==> config.mk <==
export PLATFORM = sky130hd
export DESIGN_NAME = prio_req_encoder
export DESIGN_NICKNAME = d
export VERILOG_FILES = /design/src/rtl/penc_pkg.sv /design/src/rtl/penc_select.sv /design/src/rtl/prio_req_encoder.sv
export SDC_FILE = /design/constraint.sdc
export NUM_CORES = 1
export LEC_CHECK = 0
export CORE_MARGIN = 1
export CORE_UTILIZATION = 40
export DETAILED_ROUTE_END_ITERATION = 10
export GPL_TIMING_DRIVEN = 0
export PLACE_DENSITY = 0.8
export SKIP_CTS_REPAIR_TIMING = 1
export SLEW_MARGIN = 5
export SYNTH_ARGS = -nofsm -noshare
export SYNTH_HDL_FRONTEND = slang
export SYNTH_SLANG_ARGS = --single-unit
==> constraint.sdc <==
create_clock -name clk -period 3.2 [get_ports clk]
set_clock_uncertainty 0.15 [all_clocks]
set_input_delay 0.32 -clock clk [delete_from_list [all_inputs] [get_ports clk]]
set_output_delay 0.32 -clock clk [all_outputs]
set_load 0.05 [all_outputs]
==> src/rtl/penc_pkg.sv <==
// Shared constants and helpers for the prioritised request encoder.
// Latency: n/a (declarations only).
// Backpressure: n/a.
// Contents: selection-mode codes, search-direction codes, onehot() helper.
// Optional feature macro used by the top: PENC_OVERFLOW_EN.
package penc_pkg;

  localparam int MODE_FIXED = 0;
  localparam int MODE_RR    = 1;

  // Search direction for penc_select.
  localparam logic DIR_DOWN = 1'b0;
  localparam logic DIR_UP   = 1'b1;

  // Widest request vector onehot() can describe; callers cast down to N.
  localparam int PENC_MAX_N = 1024;

  function automatic logic [PENC_MAX_N-1:0] onehot(input int idx, input int n);
    logic [PENC_MAX_N-1:0] v;
    v = '0;
    if (idx >= 0 && idx < n && idx < PENC_MAX_N) begin
      v[idx] = 1'b1;
    end
    return v;
  endfunction

endpackage

==> src/rtl/penc_select.sv <==
// Combinational circular priority pick over an N-bit vector.
// Latency: purely combinational.
// Backpressure: none; evaluated every cycle.
// Ports: vec (candidates), base (first position examined), dir (DIR_UP/DIR_DOWN),
//        idx (chosen position), found (any bit set in vec).
module penc_select
  import penc_pkg::*;
#(
  parameter int N = 8,
  parameter int W = $clog2(N)
) (
  input  logic [N-1:0] vec,
  input  logic [W-1:0] base,
  input  logic         dir,
  output logic [W-1:0] idx,
  output logic         found
);

  int p;

  // Walk the distance from base from farthest to nearest so the nearest hit
  // is the last one written and therefore wins. base is always < N.
  always_comb begin
    idx   = '0;
    found = 1'b0;
    p     = 0;
    for (int i = N - 1; i >= 0; i--) begin
      if (dir == DIR_UP) begin
        p = int'(base) + i;
        if (p >= N) p = p - N;
      end else begin
        p = int'(base) - i;
        if (p < 0) p = p + N;
      end
      if (vec[p[W-1:0]]) begin
        idx   = p[W-1:0];
        found = 1'b1;
      end
    end
  end

endmodule

==> src/rtl/prio_req_encoder.sv <==
// Collects request bits into a pending set and offers one index at a time.
// Latency: a request sampled at edge t is offered right after edge t if the slot is free.
// Backpressure: idx_o/valid_o hold while valid_o && !ready_i; new requests only queue.
// Ports: clk, rst_n (async active-low), req_i[N], ready_i -> idx_o[W], valid_o, pending_o[N].
// MODE: MODE_FIXED (highest index wins) or MODE_RR (round-robin after last served).
// Macro PENC_OVERFLOW_EN adds ovf_o: sticky flag for a duplicate request that merged away.
module prio_req_encoder
  import penc_pkg::*;
#(
  parameter int N    = 8,
  parameter int W    = $clog2(N),
  parameter int MODE = MODE_FIXED
) (
  input  logic         clk,
  input  logic         rst_n,
  input  logic [N-1:0] req_i,
  output logic [W-1:0] idx_o,
  output logic         valid_o,
  input  logic         ready_i,
  output logic [N-1:0] pending_o
`ifdef PENC_OVERFLOW_EN
  ,
  output logic         ovf_o
`endif
);

  logic [N-1:0] pending;
  logic [N-1:0] pending_next;
  logic [N-1:0] clr;
  logic         valid;
  logic [W-1:0] idx;
  logic         transfer;
  logic         load;
  logic [W-1:0] base;
  logic         dir;
  logic [W-1:0] sel_idx;
  logic         sel_found;

  assign transfer = valid & ready_i;
  assign clr      = transfer ? N'(onehot(int'(idx), N)) : '0;
  // A fresh request on the bit being consumed is OR-ed back in, so it survives.
  assign pending_next = (pending & ~clr) | req_i;
  assign load         = ~valid | ready_i;

  generate
    if (MODE == MODE_RR) begin : g_rr
      logic [W-1:0] last;
      logic [W-1:0] eff_last;

      // On a transfer the served index becomes "last" at this same edge, so the
      // next pick must already start after it.
      assign eff_last = transfer ? idx : last;
      assign base     = (eff_last == W'(N - 1)) ? '0 : eff_last + W'(1);
      assign dir      = DIR_UP;

      always_ff @(posedge clk or negedge rst_n) begin
        if (!rst_n) begin
          last <= W'(N - 1);
        end else if (transfer) begin
          last <= idx;
        end
      end
    end else begin : g_fixed
      assign base = W'(N - 1);
      assign dir  = DIR_DOWN;
    end
  endgenerate

  penc_select #(
    .N (N),
    .W (W)
  ) u_select (
    .vec   (pending_next),
    .base  (base),
    .dir   (dir),
    .idx   (sel_idx),
    .found (sel_found)
  );

  // The offered bit remains in pending until its own transfer clears it.
  always_ff @(posedge clk or negedge rst_n) begin
    if (!rst_n) begin
      pending <= '0;
      valid   <= 1'b0;
      idx     <= '0;
    end else begin
      pending <= pending_next;
      if (load) begin
        valid <= sel_found;
        if (sel_found) begin
          idx <= sel_idx;
        end
      end
    end
  end

`ifdef PENC_OVERFLOW_EN
  logic ovf;

  always_ff @(posedge clk or negedge rst_n) begin
    if (!rst_n) begin
      ovf <= 1'b0;
    end else if (|(req_i & pending & ~clr)) begin
      ovf <= 1'b1;
    end
  end

  assign ovf_o = ovf;
`endif

  assign idx_o     = idx;
  assign valid_o   = valid;
  assign pending_o = pending;

endmodule

==> impl_summary.log, run 1 <==
[metrics] vias per cell: 5.38
[metrics] RSZ-0062 raised after global routing: no
[metrics] Global Route met2 Usage: 0.302
[metrics] Placeable Area: 1510 µm²
[metrics] synthesized netlist net count: 68
[metrics] width of the chip: ~42 µm
[metrics] sequential area share after synthesis: 0.464
[metrics] CP Class: in2reg
[metrics] total number of vias: 533
[metrics] area of the multi-input gates: just over 300 µm²
[metrics] data arrival time at the worst-slack endpoint: around 2.1 ns
[metrics] nature of the critical path endpoint: flip-flop
[metrics] worst-case register-to-register setup slack: around 1.2 ns
[metrics] number of antenna violations at the first check in global routing: 0
[metrics] placement-stage worst setup slack: 0.803 ns
[metrics] fill cell count: around 130
[metrics] source of the worst register-to-register timing path: idx_o[0]
[metrics] number of buffers added by the clock tree synthesis step: 3
[metrics] #FFs+latches synth: 12
[metrics] number of sinks handled by clock tree synthesis: 12
[metrics] grt total ovfl: 0
[metrics] number of library cell types mapped by synthesis: 25
[metrics] final net count: 95
[metrics] final hold vios: 0
[metrics] critical-path maximum fanout: 4
[metrics] weighted congestion reported at the end of routability-driven placement: about 0.77
[metrics] worst reg2reg path depth: 6
[metrics] GR met1 Demand/Resource: 0.196
[metrics] post-route DRC violation count: 0
[metrics] Tmin final: about 2.1 ns
[metrics] storage element area: ~300 µm²
[metrics] starting density of the core: 0.429
[metrics] Critical Path Start Type: input pin
[metrics] number of antenna cells inserted: 0
[metrics] TritonCTS clock tree: done
[metrics] mean area per synthesized cell: 11.3 µm²
[metrics] Pins Over Slew Limit: 0
[metrics] total wire length: between 1000 and 1500 µm
[metrics] DRC marker count from the first detailed-route iteration: 9
[metrics] slew at the pin with the worst max-slew slack: approximately 0.56 ns
[metrics] post-detailed-route count of antenna-violating nets: 0
[metrics] chip height: around 42 µm
[metrics] layer with the highest usage: met2
[metrics] FP Rows: 14
[metrics] number of global-route vias before repair: between 500 and 600
[metrics] Detailed Place HPWL: roughly 1100 µm
[metrics] worst skew pair latency: 0.28 ns
[metrics] total cell area at the placement stage: roughly 890 µm²
[metrics] Boundary Pins: 23
[metrics] DRT Pass-1 Iters: 3
[metrics] area of the mapped netlist: roughly 650 µm²
[metrics] GRT Overall Usage: 0.174
[metrics] R2R Path End: idx_o[1]
[metrics] DIE AREA: 1780 µm²
[metrics] post-route setup TNS: 0 ns
[metrics] count of H-tree levels built during CTS: 1
[metrics] Reg clk slew, reported paths: roughly 0.08 ns
[metrics] post-route standard cell area excluding fillers: just over 900 µm²
[metrics] clock root buffer master: clkbuf_4
[metrics] cell at the slowest stage of the critical path: clkdlybuf4s50_1
[metrics] Ys Warns: 0
[metrics] endpoints failing setup: 0
[metrics] share of the cycle needed by the critical path after routing: 0.664
[metrics] status: finished, final reports clean
[metrics] headroom to the max-slew limit: 0.624
[metrics] maximum number of pins on one net before global-route repair: 13
[metrics] number of maximum-capacitance violations: 0
[metrics] wire length per cell: 14.1 µm
[metrics] number of instances in the synthesized netlist: 57
[metrics] worst voltage drop across the vdd grid: between 0.2 and 0.3 mV
[metrics] area overhead of the layout relative to synthesis: 42.7%
[metrics] path category of the worst min-delay check: in2async
[metrics] number of buffer cells added on primary ports: 22
[metrics] Cell Pwr Density: approximately 420 nW/µm²
[metrics] maximum root-to-sink buffer count: 2
[metrics] global-route wire length before repair: between 2000 and 2500 µm
[metrics] leakage dissipation: 0.000335 µW
[metrics] share of layout cells above drive strength 1: 0.193
[metrics] largest stage delay on the critical path: 0.53 ns
[metrics] Fmax: approximately 470 MHz
[metrics] post-route setup slack: roughly 1.1 ns
[metrics] required time reported for the critical path endpoint: roughly 3.2 ns
[metrics] routing usage on met3: 0.0388
[metrics] crit-path cells: clkdlybuf4s50_1 -> and3_2 -> a41oi_4 -> nor4_4 -> a31oi_2 -> mux2_1
[placed cells by master, fill, tap and decap left out, drive strengths merged]
cell	n
o22ai	1
nand4b	1
a21o	1
o31ai	1
a31o	1
clkbuf	4
and3b	1
inv	4
nor3	2
nor2b	2
a21oi	4
buf	2
nor3b	3
nor2	13
mux2	2
a211o	1
nor4	1
and3	1
a31oi	1
clkdlybuf4s50	22
dfrtp	12
a41oi	3
[power by group]
group	internal, µW	switching, µW	total [µW]
Combinational	43.3	62.2	106
Sequential	159	4.79	164
Clock	69.3	53.1	122
Total	272	120	392
[sequential cells by signal, summed over array words and instances, names as in the netlist]
name / flops
valid_o: 1
pending_o: 8
idx_o: 3
[logic make-up (layout without fill, tap and decap cells)]
logic type,after synthesis,after routing,synth area share
flops,12,12,0.464
simple gates,24,24,0.240
compound gates,13,13,0.203
buf+inv,6,32,0.0580
mux,2,2,0.0348
[layer usage]
layer	vias to the layer above	share of wire
met5	-	0
met4	0	0.022
met3	5	0.049
met2	14	0.50
met1	253	0.42
li1	261	-
[per-stage QoR]
step                 util  hold WS (ns)  instances  total power (µW)
finish              0.613         0.251         99               392
global placement    0.589         0.405         95               272
floorplan               -        -0.126         57               232
CTS                 0.613         0.259         99               399
global route        0.613         0.296         99               408
detailed placement  0.589         0.419         95               273
[cell usage after synthesis]
library cell  instances  share of area
nor3_2                1          0.015
a21oi_2               2          0.027
and3_2                1          0.012
nor3b_2               2          0.039
nor4_4                1          0.033
a41oi_2               1          0.025
nor3b_1               1          0.012
a21oi_1               2          0.015
a31o_1                1          0.014
nand4b_1              1          0.014
and3b_1               1          0.014
mux2_1                2          0.035
nor2b_1               2          0.019
buf_6                 2          0.035
nor2_1               13          0.075
nor3_1                1         0.0077
dfrtp_1              12           0.46
o31ai_1               1          0.012
o22ai_1               1         0.0097
a21o_1                1          0.012
a41oi_1               1          0.014
a31oi_2               1          0.019
a211o_1               1          0.014
a41oi_4               1          0.043
inv_1                 4          0.023
[critical path: cells and delay by family]
family	cells	cell delay, ns
buf+inv	1	0.53
compound gates	2	0.36
simple gates	2	0.59
mux	1	0.34
[cell type report]
cell class                 instances  share of cell area
buffer                             2              0.0244
sequential                        12               0.325
clock buffer                       4              0.0393
inverter                           4              0.0163
timing repair buffer              22               0.238
multi-input combinational         39               0.335
tap                               16              0.0217
[worst max-delay path by stage]
stage / from / cells past startpoint / to
floorplan: idx_o[0] / 6 / idx_o[0]
global placement: ready_i / 6 / idx_o[1]
detailed placement: ready_i / 6 / idx_o[1]
CTS: ready_i / 6 / idx_o[1]
global route: ready_i / 6 / idx_o[0]
finish: ready_i / 6 / idx_o[1]
Note: power is estimated with default switching activity, not from simulation.
==> inputs of run 2 (changes only) <==
- CORE_UTILIZATION: 40 -> 38
- PLACE_DENSITY: 0.8 -> 0.79
- clock period: 3.2 -> 1.75 ns (I/O delays scaled with it)
==> impl_summary.log, run 2 (synthesis results as in run 1) <==
[metrics] Placed Cells: 95 (unchanged)
[metrics] area overhead of the layout relative to synthesis: 64.2% (was 42.7%)
[metrics] area of the multi-input gates: 363 µm² (was 309 µm²)
[metrics] post-route setup TNS: -0.964 ns (was 0 ns)
[metrics] status: finished with violations (was finished, final reports clean)
[metrics] final hold vios: 0 (unchanged)
[metrics] post-route setup slack: -0.300 ns (was 1.07 ns)
[metrics] maximum number of pins on one net before global-route repair: 13 (unchanged)
[metrics] total number of vias: 585 (was 533)
[metrics] post-route DRC violation count: 0 (unchanged)
[metrics] clock root buffer master: clkbuf_4 (unchanged)
[metrics] Critical Path Start Type: flip-flop (was input pin)
[metrics] slew at the pin with the worst max-slew slack: 0.542 ns (was 0.563 ns)
[metrics] share of the cycle needed by the critical path after routing: 1.17
[metrics] Tmin final: about 2 ns
[metrics] violations in the final reports: negative setup slack
[metrics] number of global-route vias before repair: 575 (was 539)
[metrics] data arrival time at the worst-slack endpoint: 2.06 ns (was 2.14 ns)
[metrics] number of sinks handled by clock tree synthesis: 12 (unchanged)
[metrics] most frequent cells in the layout: nor2_1, dlymetal6s2s_1, clkdlybuf4s50_1 (was clkdlybuf4s50_1, nor2_1, dfrtp_1)
[metrics] worst voltage drop across the vdd grid: 0.478 mV (was 0.251 mV)
[metrics] Reg clk slew, reported paths: 0.08 ns (about the same)
[metrics] starting density of the core: 0.420 (was 0.429)
[metrics] Boundary Pins: 23 (unchanged)
[metrics] endpoints failing setup: 4 (was 0)
[metrics] nature of the critical path endpoint: flip-flop (unchanged)
[metrics] worst reg2reg path depth: 6 (unchanged)
[metrics] Pins Over Slew Limit: 0 (unchanged)
[metrics] Fmax: about 490 MHz
[metrics] headroom to the max-slew limit: 0.638 (was 0.624)
[metrics] Layout Cells excl Fill: 104 (was 99)
[metrics] critical-path maximum fanout: 9 (was 4)
[metrics] width of the chip: 43.3 µm (was 42.2 µm)
[metrics] chip height: 43.3 µm (was 42.2 µm)
[metrics] CP Class: reg2reg (was in2reg)
[metrics] RSZ-0062 raised after global routing: yes (was no)
[metrics] total wire length: 1710 µm (was 1400 µm)
[metrics] wire length per cell: 16.4 µm (was 14.1 µm)
[metrics] Placeable Area: 1540 µm² (was 1510 µm²)
[metrics] post-detailed-route count of antenna-violating nets: 0 (unchanged)
[metrics] source of the worst register-to-register timing path: idx_o[0] (unchanged)
[metrics] number of buffer cells added on primary ports: 22 (unchanged)
[metrics] final net count: 100 (was 95)
[metrics] path category of the worst min-delay check: in2async (unchanged)
[metrics] DRT Pass-1 Iters: 5 (was 3)
[metrics] TritonCTS clock tree: done (unchanged)
[metrics] required time reported for the critical path endpoint: 1.76 ns (was 3.21 ns)
[metrics] vias per cell: 5.63 (was 5.38)
[metrics] FP Rows: 14 (unchanged)
[metrics] worst skew pair latency: 0.27 ns (was 0.28 ns)
[metrics] Cell Pwr Density: 707 nW/µm² (was 425 nW/µm²)
[metrics] weighted congestion reported at the end of routability-driven placement: 0.864 (was 0.774)
[metrics] fill cell count: 116 (was 131)
[metrics] number of maximum-capacitance violations: 0 (unchanged)
[metrics] number of buffers added by the clock tree synthesis step: 3 (unchanged)
[metrics] global-route wire length before repair: 2530 µm (was 2250 µm)
[metrics] leakage dissipation: 0.000402 µW (was 0.000335 µW)
[metrics] number of antenna cells inserted: 0 (unchanged)
[metrics] DIE AREA: 1870 µm² (was 1780 µm²)
[metrics] share of layout cells above drive strength 1: 0.330 (was 0.193)
[metrics] placement-stage worst setup slack: -0.527 ns (was 0.803 ns)
[metrics] R2R Path End: idx_o[0] (was idx_o[1])
[metrics] GRT Overall Usage: 0.186 (was 0.174)
[metrics] storage element area: 305 µm² (was 300 µm²)
[metrics] Detailed Place HPWL: 1130 µm (was 1070 µm)
[metrics] count of H-tree levels built during CTS: 1 (unchanged)
[metrics] number of antenna violations at the first check in global routing: 0 (unchanged)
[metrics] DRC marker count from the first detailed-route iteration: 18 (was 9)
[metrics] worst-case register-to-register setup slack: -0.30 ns (was 1.15 ns)
[metrics] final standard cell utilization of the core: 0.689 (was 0.613)
[metrics] maximum root-to-sink buffer count: 2 (unchanged)
[metrics] grt total ovfl: 0 (unchanged)
[metrics] max FFs per register: 8 (unchanged)
## run 2: cell count changes in the layout (fill, tap and decap cells not counted), moves of 4 or more
| cell | previous run | this run |
|---|---|---|
| buf_4 | 0 | 5 |
| clkdlybuf4s50_1 | 22 | 10 |
| dfrtp_1 | 12 | 8 |
| dfrtp_2 | 0 | 4 |
| dlymetal6s2s_1 | 0 | 12 |
## run 2: worst max path at each step
| stage | startpoint | end | slack (ns) | cells past startpoint |
|---|---|---|---|---|
| after floorplan | idx_o[0] | idx_o[0] | -0.27 | 6 |
| after global placement | ready_i | idx_o[1] | -0.47 | 6 |
| after detailed placement | ready_i | idx_o[1] | -0.53 | 6 |
| after CTS | idx_o[0] | idx_o[1] | -0.32 | 6 |
| after global routing | idx_o[0] | idx_o[0] | -0.39 | 6 |
| final | idx_o[0] | idx_o[0] | -0.30 | 6 |
## run 2: layer usage
metal / wire (µm) / GRT usage / vias up
met4: 22 / 0.0909 / 0
met2: 916 / 0.307 / 20
met1: 711 / 0.235 / 294
li1: - / - / 267
met3: 59 / 0.0255 / 4
met5: 0 / 0 / -
## run 2: critical path: stages, from the launching register on
cell,delay (ns)
dfrtp_2,0.43
buf_8,0.15
nor3b_2,0.18
a41oi_2,0.17
nor4_4,0.37
a31oi_4,0.17
mux2_4,0.32
## run 2: through the flow
stage,instance area (µm²),hold WS [ns],total power (µW)
2_1_floorplan,652,-0.271,426
4_1_cts,928,0.128,729
5_1_grt,1060,0.150,776
3_5_place_dp,892,0.430,502
3_3_place_gp,892,0.409,498
6_report,1060,0.0958,751
## run 2: power by group
part / switching (µW) / internal (µW)
Combinational: 125 / 94.2
Clock: 102 / 126
Sequential: 10.5 / 293
Total: 238 / 513
## run 2: layout make-up
class	count	share of cell area
flip-flops and latches	12	0.287
plain buffers	2	0.0330
inverters	4	0.0141
repair buffers	27	0.271
well taps	16	0.0188
multi-input cells	39	0.342
clock buffers	4	0.0342
